==> config.mk <==
export PLATFORM = sky130hd
export DESIGN_NAME = gpi_debounce
export DESIGN_NICKNAME = d
export VERILOG_FILES = /design/src/rtl/gpi_debounce_pkg.sv /design/src/rtl/debounce_bit.sv /design/src/rtl/gpi_debounce.sv
export SDC_FILE = /design/constraint.sdc
export NUM_CORES = 1
export LEC_CHECK = 0
export CORE_ASPECT_RATIO = 1.5
export CORE_MARGIN = 5
export CORE_UTILIZATION = 40
export DETAILED_ROUTE_END_ITERATION = 7
export GPL_TIMING_DRIVEN = 0
export PLACE_DENSITY = 0.64
export SLEW_MARGIN = 40
export SYNTH_ARGS = -nofsm -noshare
export SYNTH_HDL_FRONTEND = slang
export SYNTH_HIERARCHICAL = 1
export SYNTH_SLANG_ARGS = --single-unit
==> constraint.sdc <==
create_clock -name clk_sys_i -period 1.9 [get_ports clk_sys_i]
set_clock_uncertainty 0.15 [all_clocks]
set_input_delay 0.38 -clock clk_sys_i [delete_from_list [all_inputs] [get_ports clk_sys_i]]
set_output_delay 0.38 -clock clk_sys_i [all_outputs]
set_load 0.05 [all_outputs]
==> src/rtl/gpi_debounce_pkg.sv <==
// gpi_debounce_pkg: shared defaults and counter sizing for the GPI debouncer
package gpi_debounce_pkg;

    localparam int GpiDebounceCyclesDefault = 500000;
    localparam int GpiWidthDefault          = 8;

    // Counter must hold DebounceCycles-1; never narrower than one bit
    function automatic int cnt_width(input int cycles);
        return (cycles <= 1) ? 1 : $clog2(cycles);
    endfunction

endpackage

==> src/rtl/debounce_bit.sv <==
// debounce_bit: one input bit's synchroniser, debounce counter, stable level and edge pulses
module debounce_bit
    import gpi_debounce_pkg::*;
#(
    parameter int   DebounceCycles = GpiDebounceCyclesDefault,
    parameter logic ResetValue     = 1'b0
) (
    input  logic clk_sys_i,
    input  logic rst_sys_ni,
    input  logic raw_i,
    output logic stable_o,
    output logic rise_o,
    output logic fall_o
);

    localparam int              CntW   = cnt_width(DebounceCycles);
    localparam logic [CntW-1:0] CntMax = CntW'(DebounceCycles - 1);

    (* ASYNC_REG = "TRUE" *) logic s1;
    (* ASYNC_REG = "TRUE" *) logic s2;

    logic [CntW-1:0] cnt;
    logic [CntW-1:0] cnt_d;
    logic            differs;
    logic            accept;
    logic            stable_d;
    logic            rise_d;
    logic            fall_d;

    // Two-flop synchroniser; resets to ResetValue so reset itself never looks like an edge
    always_ff @(posedge clk_sys_i or negedge rst_sys_ni) begin
        if (!rst_sys_ni) begin
            s1 <= ResetValue;
            s2 <= ResetValue;
        end else begin
            s1 <= raw_i;
            s2 <= s1;
        end
    end

    // Count consecutive samples that disagree with the stable level; any agreement restarts the interval
    always_comb begin
        differs  = s2 != stable_o;
        accept   = differs && (cnt == CntMax);
        cnt_d    = (!differs || accept) ? '0 : cnt + 1'b1;
        stable_d = accept ? s2 : stable_o;
        rise_d   = accept && s2;
        fall_d   = accept && !s2;
    end

    // Counter, stable level and registered pulses aligned with the new stable value
    always_ff @(posedge clk_sys_i or negedge rst_sys_ni) begin
        if (!rst_sys_ni) begin
            cnt      <= '0;
            stable_o <= ResetValue;
            rise_o   <= 1'b0;
            fall_o   <= 1'b0;
        end else begin
            cnt      <= cnt_d;
            stable_o <= stable_d;
            rise_o   <= rise_d;
            fall_o   <= fall_d;
        end
    end

endmodule

==> src/rtl/gpi_debounce.sv <==
// gpi_debounce: per-bit synchronise and debounce of board switch/button inputs
module gpi_debounce
    import gpi_debounce_pkg::*;
#(
    parameter int               Width          = GpiWidthDefault,
    parameter int               DebounceCycles = GpiDebounceCyclesDefault,
    parameter logic [Width-1:0] ResetValue     = '0
) (
    input  logic             clk_sys_i,
    input  logic             rst_sys_ni,
    input  logic [Width-1:0] raw_i,
    output logic [Width-1:0] stable_o,
    output logic [Width-1:0] rise_o,
    output logic [Width-1:0] fall_o
);

    for (genvar i = 0; i < Width; i++) begin : g_bit
        debounce_bit #(
            .DebounceCycles(DebounceCycles),
            .ResetValue    (ResetValue[i])
        ) u_bit (
            .clk_sys_i (clk_sys_i),
            .rst_sys_ni(rst_sys_ni),
            .raw_i     (raw_i[i]),
            .stable_o  (stable_o[i]),
            .rise_o    (rise_o[i]),
            .fall_o    (fall_o[i])
        );
    end

endmodule

== Yosys cells after proc, flatten, opt, wreduce, memory -nomap -nowiden ==
Cells that the tools add are included.
Word-level totals
  register bits: 192
  bits of input ports: 10
  output and inout bits: 24
  word-level logic and storage cells: 128
Operators by class
  add/subtract/negate cells: 8
  equality and inequality tests: 16
  muxes and demuxes: 8
  reductions and logical operators: 48
Operators with widths (count)
  $add 19x1->19 const B: 8
  $eq 19x19->1 const B: 8
  $mux 19: 8
  $logic_and 1x1->1: 24
  $logic_not 1->1: 16
  $logic_or 1x1->1: 8
  $ne 1x1->1: 8

== Logic depth before layout (Yosys ltp) ==
  word-level depth: 4
  mapped depth: 5

== Hierarchy ==
The synthesis kept the hierarchy.
Modules (own cells, without submodules)
  debounce_bit: instances 8, cells an instance 107, area each 1156.1 um^2, seq. area each 600.6 um^2

== Least setup slack after synthesis ==
No wires, ideal clock.
  path kind: reg-to-reg
  from: register g_bit[0].u_bit.cnt[9]
  to: register g_bit[0].u_bit.stable_o
  data arrival time: 1.730 ns
  data required time: 1.625 ns
  slack: -0.105 ns
  cell stages (with the launch flop): 5
  path buffers: 0
  path through: dfrtp_1 nor4_2 nand4_2 or4_4 mux2_4
On the way
  cells in the longest elaborated chain, start to end: 2
Ends and longest elaborated chain
  from (decl): line debounce_bit.sv:22  | logic [CntW-1:0] cnt;
  from (signal assigned): line debounce_bit.sv:59  | cnt <= cnt_d;
  $eq 19x19->1: line debounce_bit.sv:44  | accept = differs && (cnt == CntMax);
  $logic_and 1x1->1: line debounce_bit.sv:44
  to (signal assigned): line debounce_bit.sv:55  | stable_o <= ResetValue;
  to (signal assigned): line debounce_bit.sv:60  | stable_o <= stable_d;
  to (decl): line debounce_bit.sv:11  | output logic stable_o,
No other way between the ends.
A chain may end at the register's enable or synchronous reset.

== Worst setup path after layout ==
  from: register g_bit[1].u_bit.cnt[6]
  to: register g_bit[1].u_bit.stable_o
On the way
  cells in the longest elaborated chain, start to end: 2
Ends and longest elaborated chain (line)
  from (decl): debounce_bit.sv:22
  from (signal assigned): debounce_bit.sv:59
  $eq 19x19->1: debounce_bit.sv:44
  $logic_and 1x1->1: debounce_bit.sv:44
  to (signal assigned): debounce_bit.sv:55
  to (signal assigned): debounce_bit.sv:60
  to (decl): debounce_bit.sv:11
No other way between the ends.

==> results.json <==
{
  "synth_xor_area_frac": 0.09848,
  "final_layout_size_suffix_gt1_frac": 0.3363,
  "dr.first_iter.drc_count": 253,
  "ys_seq_area_frac": 0.5195,
  "violations": "setup timing",
  "worstReg2RegStart": "g_bit[1].u_bit/cnt[6]",
  "synth_top_area_frac": 0.5195,
  "port_buffers": 33,
  "synth-seq-cells": 192,
  "yosys.area.top_type": "dfrtp_1",
  "grt_max_degree": 66,
  "ys_types": 30,
  "post_dp_cell_area_mm2": 0.01012,
  "drt_first_pass_iters": 4,
  "yosys_warnings": 6,
  "htreeDepth": 4,
  "cts_sinks": 192,
  "ant_nets": 0,
  "reg2reg_depth": 4,
  "p_int_w": 0.006476,
  "std_cell_rows": 68,
  "rr_endpoint": "g_bit[1].u_bit/stable_o",
  "p_comb_frac": 0.054,
  "clkTransAtPathRegs_ns": 0.06,
  "switching_share": 0.2231,
  "period_share": 1.023,
  "path_depth": 4,
  "synth_top_family_by_area": "simple AND/OR/NAND/NOR gates",
  "powerDensity_mw_per_mm2": 693.6,
  "maxSlewHeadroom": 0.6409,
  "crit_buf_inv": 0,
  "root_buffer": "clkbuf_16",
  "tightestPinTransition_ns": 0.5408,
  "critPathLaunch": "g_bit[1].u_bit/cnt[6]",
  "slew_viol_final": 0,
  "syn-instance-count": 856,
  "synth_common_cells": "dfrtp_1, nor2_1, nand3_1, xnor2_1, xor2_1",
  "clkPwrFrac": 0.441,
  "clock_path_buffers": 2,
  "fin_crit_ns": 1.943,
  "synth_nets": 874,
  "n_antenna_cell": 0,
  "routed_wl_um": 19080,
  "setup_viol": 11,
  "worst_setup_path_start_kind": "register",
  "synthMostInstantiatedCell": "dfrtp_1",
  "status": "finished, violations left",
  "synth_compound_area_frac": 0.06926,
  "timing.setup.tns_ns": -0.2362,
  "hold_path_class": "register to register",
  "crit_path_end_kind": "register",
  "cts_tree": "yes",
  "fp.dieW_um": 134.2,
  "nNetsFinal": 1032,
  "top_usage_layer": "met2",
  "path_cells": "nor4_2 -> nand4_2 -> or4_4 -> mux2_4",
  "power_leakage_nw": 5.008,
  "gp_congestion": 0.7772,
  "synth_fa_ha_area_frac": 0.01082,
  "rsz0062_at_grt": "true",
  "drc": 0,
  "synth_mux_area_frac": 0.01299,
  "critPathMaxFanout": 4,
  "die-area_mm2": 0.02633,
  "ys_async_sr_fraction": 1.000,
  "netlist_top_cells_area": "dfrtp_1, xnor2_1, nor2_1",
  "p_switching_w": 0.001860,
  "antenna_found_initial": 0,
  "worst_ep_required_time_ns": 2.07,
  "critPathSlowestCell": "or4_4",
  "p_seq_frac": 0.505,
  "cpPeakStageDelay_ns": 0.47,
  "vdd_ir_drop_max_v": 0.0006758,
  "die_h_um": 196.2,
  "synth_edf_count": 0,
  "io_pins": 34,
  "hpwl_um": 11960,
  "gr-total-overflow": 0,
  "ys.flop_type": "dfrtp_1",
  "vias": 6926,
  "final_cell_area_mm2": 0.01202,
  "arrival_ns": 2.11,
  "path_delay_family": "simple AND/OR/NAND/NOR gates",
  "grt_pass1_vias": 7012,
  "avgSynthCellArea_um2": 10.80,
  "cts-buffers-inserted": 17,
  "maxCapViolCount": 0,
  "gr-usage-all-layers": 0.1477,
  "grtUsageMet1": 0.1716,
  "syn-cell-area_mm2": 0.009249,
  "grt_pass1_wl_um": 32490,
  "setup_slack_ns": -0.04329,
  "endpoint": "g_bit[1].u_bit/stable_o",
  "reg2reg_slack_ns": -0.04,
  "use_met3": 0.03002,
  "synthSimpleGateAreaFrac": 0.2716,
  "drt-wirelength-per-cell_um": 14.61,
  "grtUsageMet2": 0.2675,
  "path_class": "register to register",
  "final_hold_viol_count": 0,
  "coreArea_mm2": 0.02289,
  "syn2layout_area_growth_pct": 29.95,
  "clock_latency_ns": 0.44,
  "vias_per_cell": 5.303,
  "initial_utilization": 0.4041,
  "fmax_ghz": 0.5146
}
flip-flops by register name, indices dropped and copies added, names as in the netlist:
signal and cells:
g_bit.u_bit/cnt 152, g_bit.u_bit/fall_o 8, g_bit.u_bit/rise_o 8, g_bit.u_bit/s1 8
g_bit.u_bit/s2 8, g_bit.u_bit/stable_o 8
power groups by stage:
stage | clock, W | combinational (W) | sequential (W)
floorplan | 0 | 0.000149 | 0.00428
global placement | 0 | 0.000285 | 0.00430
detailed placement | 0 | 0.000310 | 0.00430
CTS | 0.00380 | 0.000388 | 0.00421
global route | 0.00396 | 0.000506 | 0.00422
finish | 0.00367 | 0.000452 | 0.00421
area by class of cell:
class	count	area [um^2]
Multi-Input combinational cell	632	4781
Tap cell	280	350.3
Sequential cell	192	4822
Clock inverter	11	156.4
Clock buffer	20	446.7
Buffer	16	147.6
Inverter	16	60.06
Fill cell	1918	10870
Timing Repair Buffer	139	1255
kinds of logic (layout without fill, tap and decap cells):
group | after synthesis | in the layout
simple gates | 424 | 424
flops | 192 | 192
compound gates | 88 | 88
fa+ha+maj | 8 | 8
mux | 8 | 8
xor+xnor | 104 | 104
buf+inv | 32 | 202
stage by stage:
step | hold WS, ns | setup WS (ns) | utilization | cells | total power [W]
finish | 0.1988 | -0.04329 | 0.5251 | 1306 | 0.008336
global route | 0.2058 | -0.1089 | 0.5251 | 1306 | 0.008682
CTS | 0.1927 | -0.05617 | 0.4927 | 1272 | 0.008398
detailed placement | 0.07802 | -0.2136 | 0.4421 | 1172 | 0.004606
global placement | 0.1859 | -7.906 | 0.4382 | 1169 | 0.004584
floorplan | -0.06559 | 0.001705 | - | 856 | 0.004432
layer usage:
metal / up-vias / part of all wire
met5: - / 0
met4: 0 / 0.020
met3: 27 / 0.024
met2: 95 / 0.54
met1: 3442 / 0.41
li1: 3362 / -
layout by cell type (no fill, tap or decap), drive strengths merged, types with 11 or more instances in the layout:
master / synthesis / final
xnor2: 56 / 56
inv: 16 / 18
xor2: 48 / 48
clkbuf: 0 / 24
dfrtp: 192 / 192
o21ai: 32 / 32
nand4: 48 / 48
nor4: 16 / 16
nor2: 128 / 128
clkdlybuf4s15: 0 / 11
nor3b: 16 / 16
nand2: 40 / 40
and3: 24 / 24
a21oi: 40 / 40
nor3: 16 / 16
buf: 16 / 119
dlygate4sd2: 0 / 12
nand3: 56 / 56
or3: 32 / 32
or4: 24 / 24
timing repair:
| action | CTS | global route |
|---|---|---|
| setup endpoints to repair | 133 | 154 |
| endpoints found under the hold margin | 69 | 0 |
| hold buffers | 1 | 0 |
| buffers inserted | 68 | 30 |
| pin swaps | 50 | 61 |
| gates cloned | 0 | 4 |
| resized for setup | 56 | 147 |
how the worst min path moves through the flow:
stage                 startpoint               endpoint  slack (ns)  depth (start not counted)
6_report       g_bit[3].u_bit/s1      g_bit[3].u_bit/s2        0.20                          0
5_1_grt                 raw_i[5]      g_bit[5].u_bit/s1        0.21                          1
4_1_cts               rst_sys_ni  g_bit[2].u_bit/rise_o        0.19                          2
3_5_place_dp          rst_sys_ni  g_bit[2].u_bit/rise_o        0.08                          1
3_3_place_gp   g_bit[5].u_bit/s1      g_bit[5].u_bit/s2        0.19                          0
2_1_floorplan         rst_sys_ni  g_bit[0].u_bit/cnt[0]       -0.07                          0
worst register-to-register path, stage by stage (launching register included):
cell     delay, ns
dfrtp_1       0.43
nor4_2        0.32
nand4_2       0.15
or4_4         0.47
mux2_4        0.31
Power figures use the tool's default switching activity.
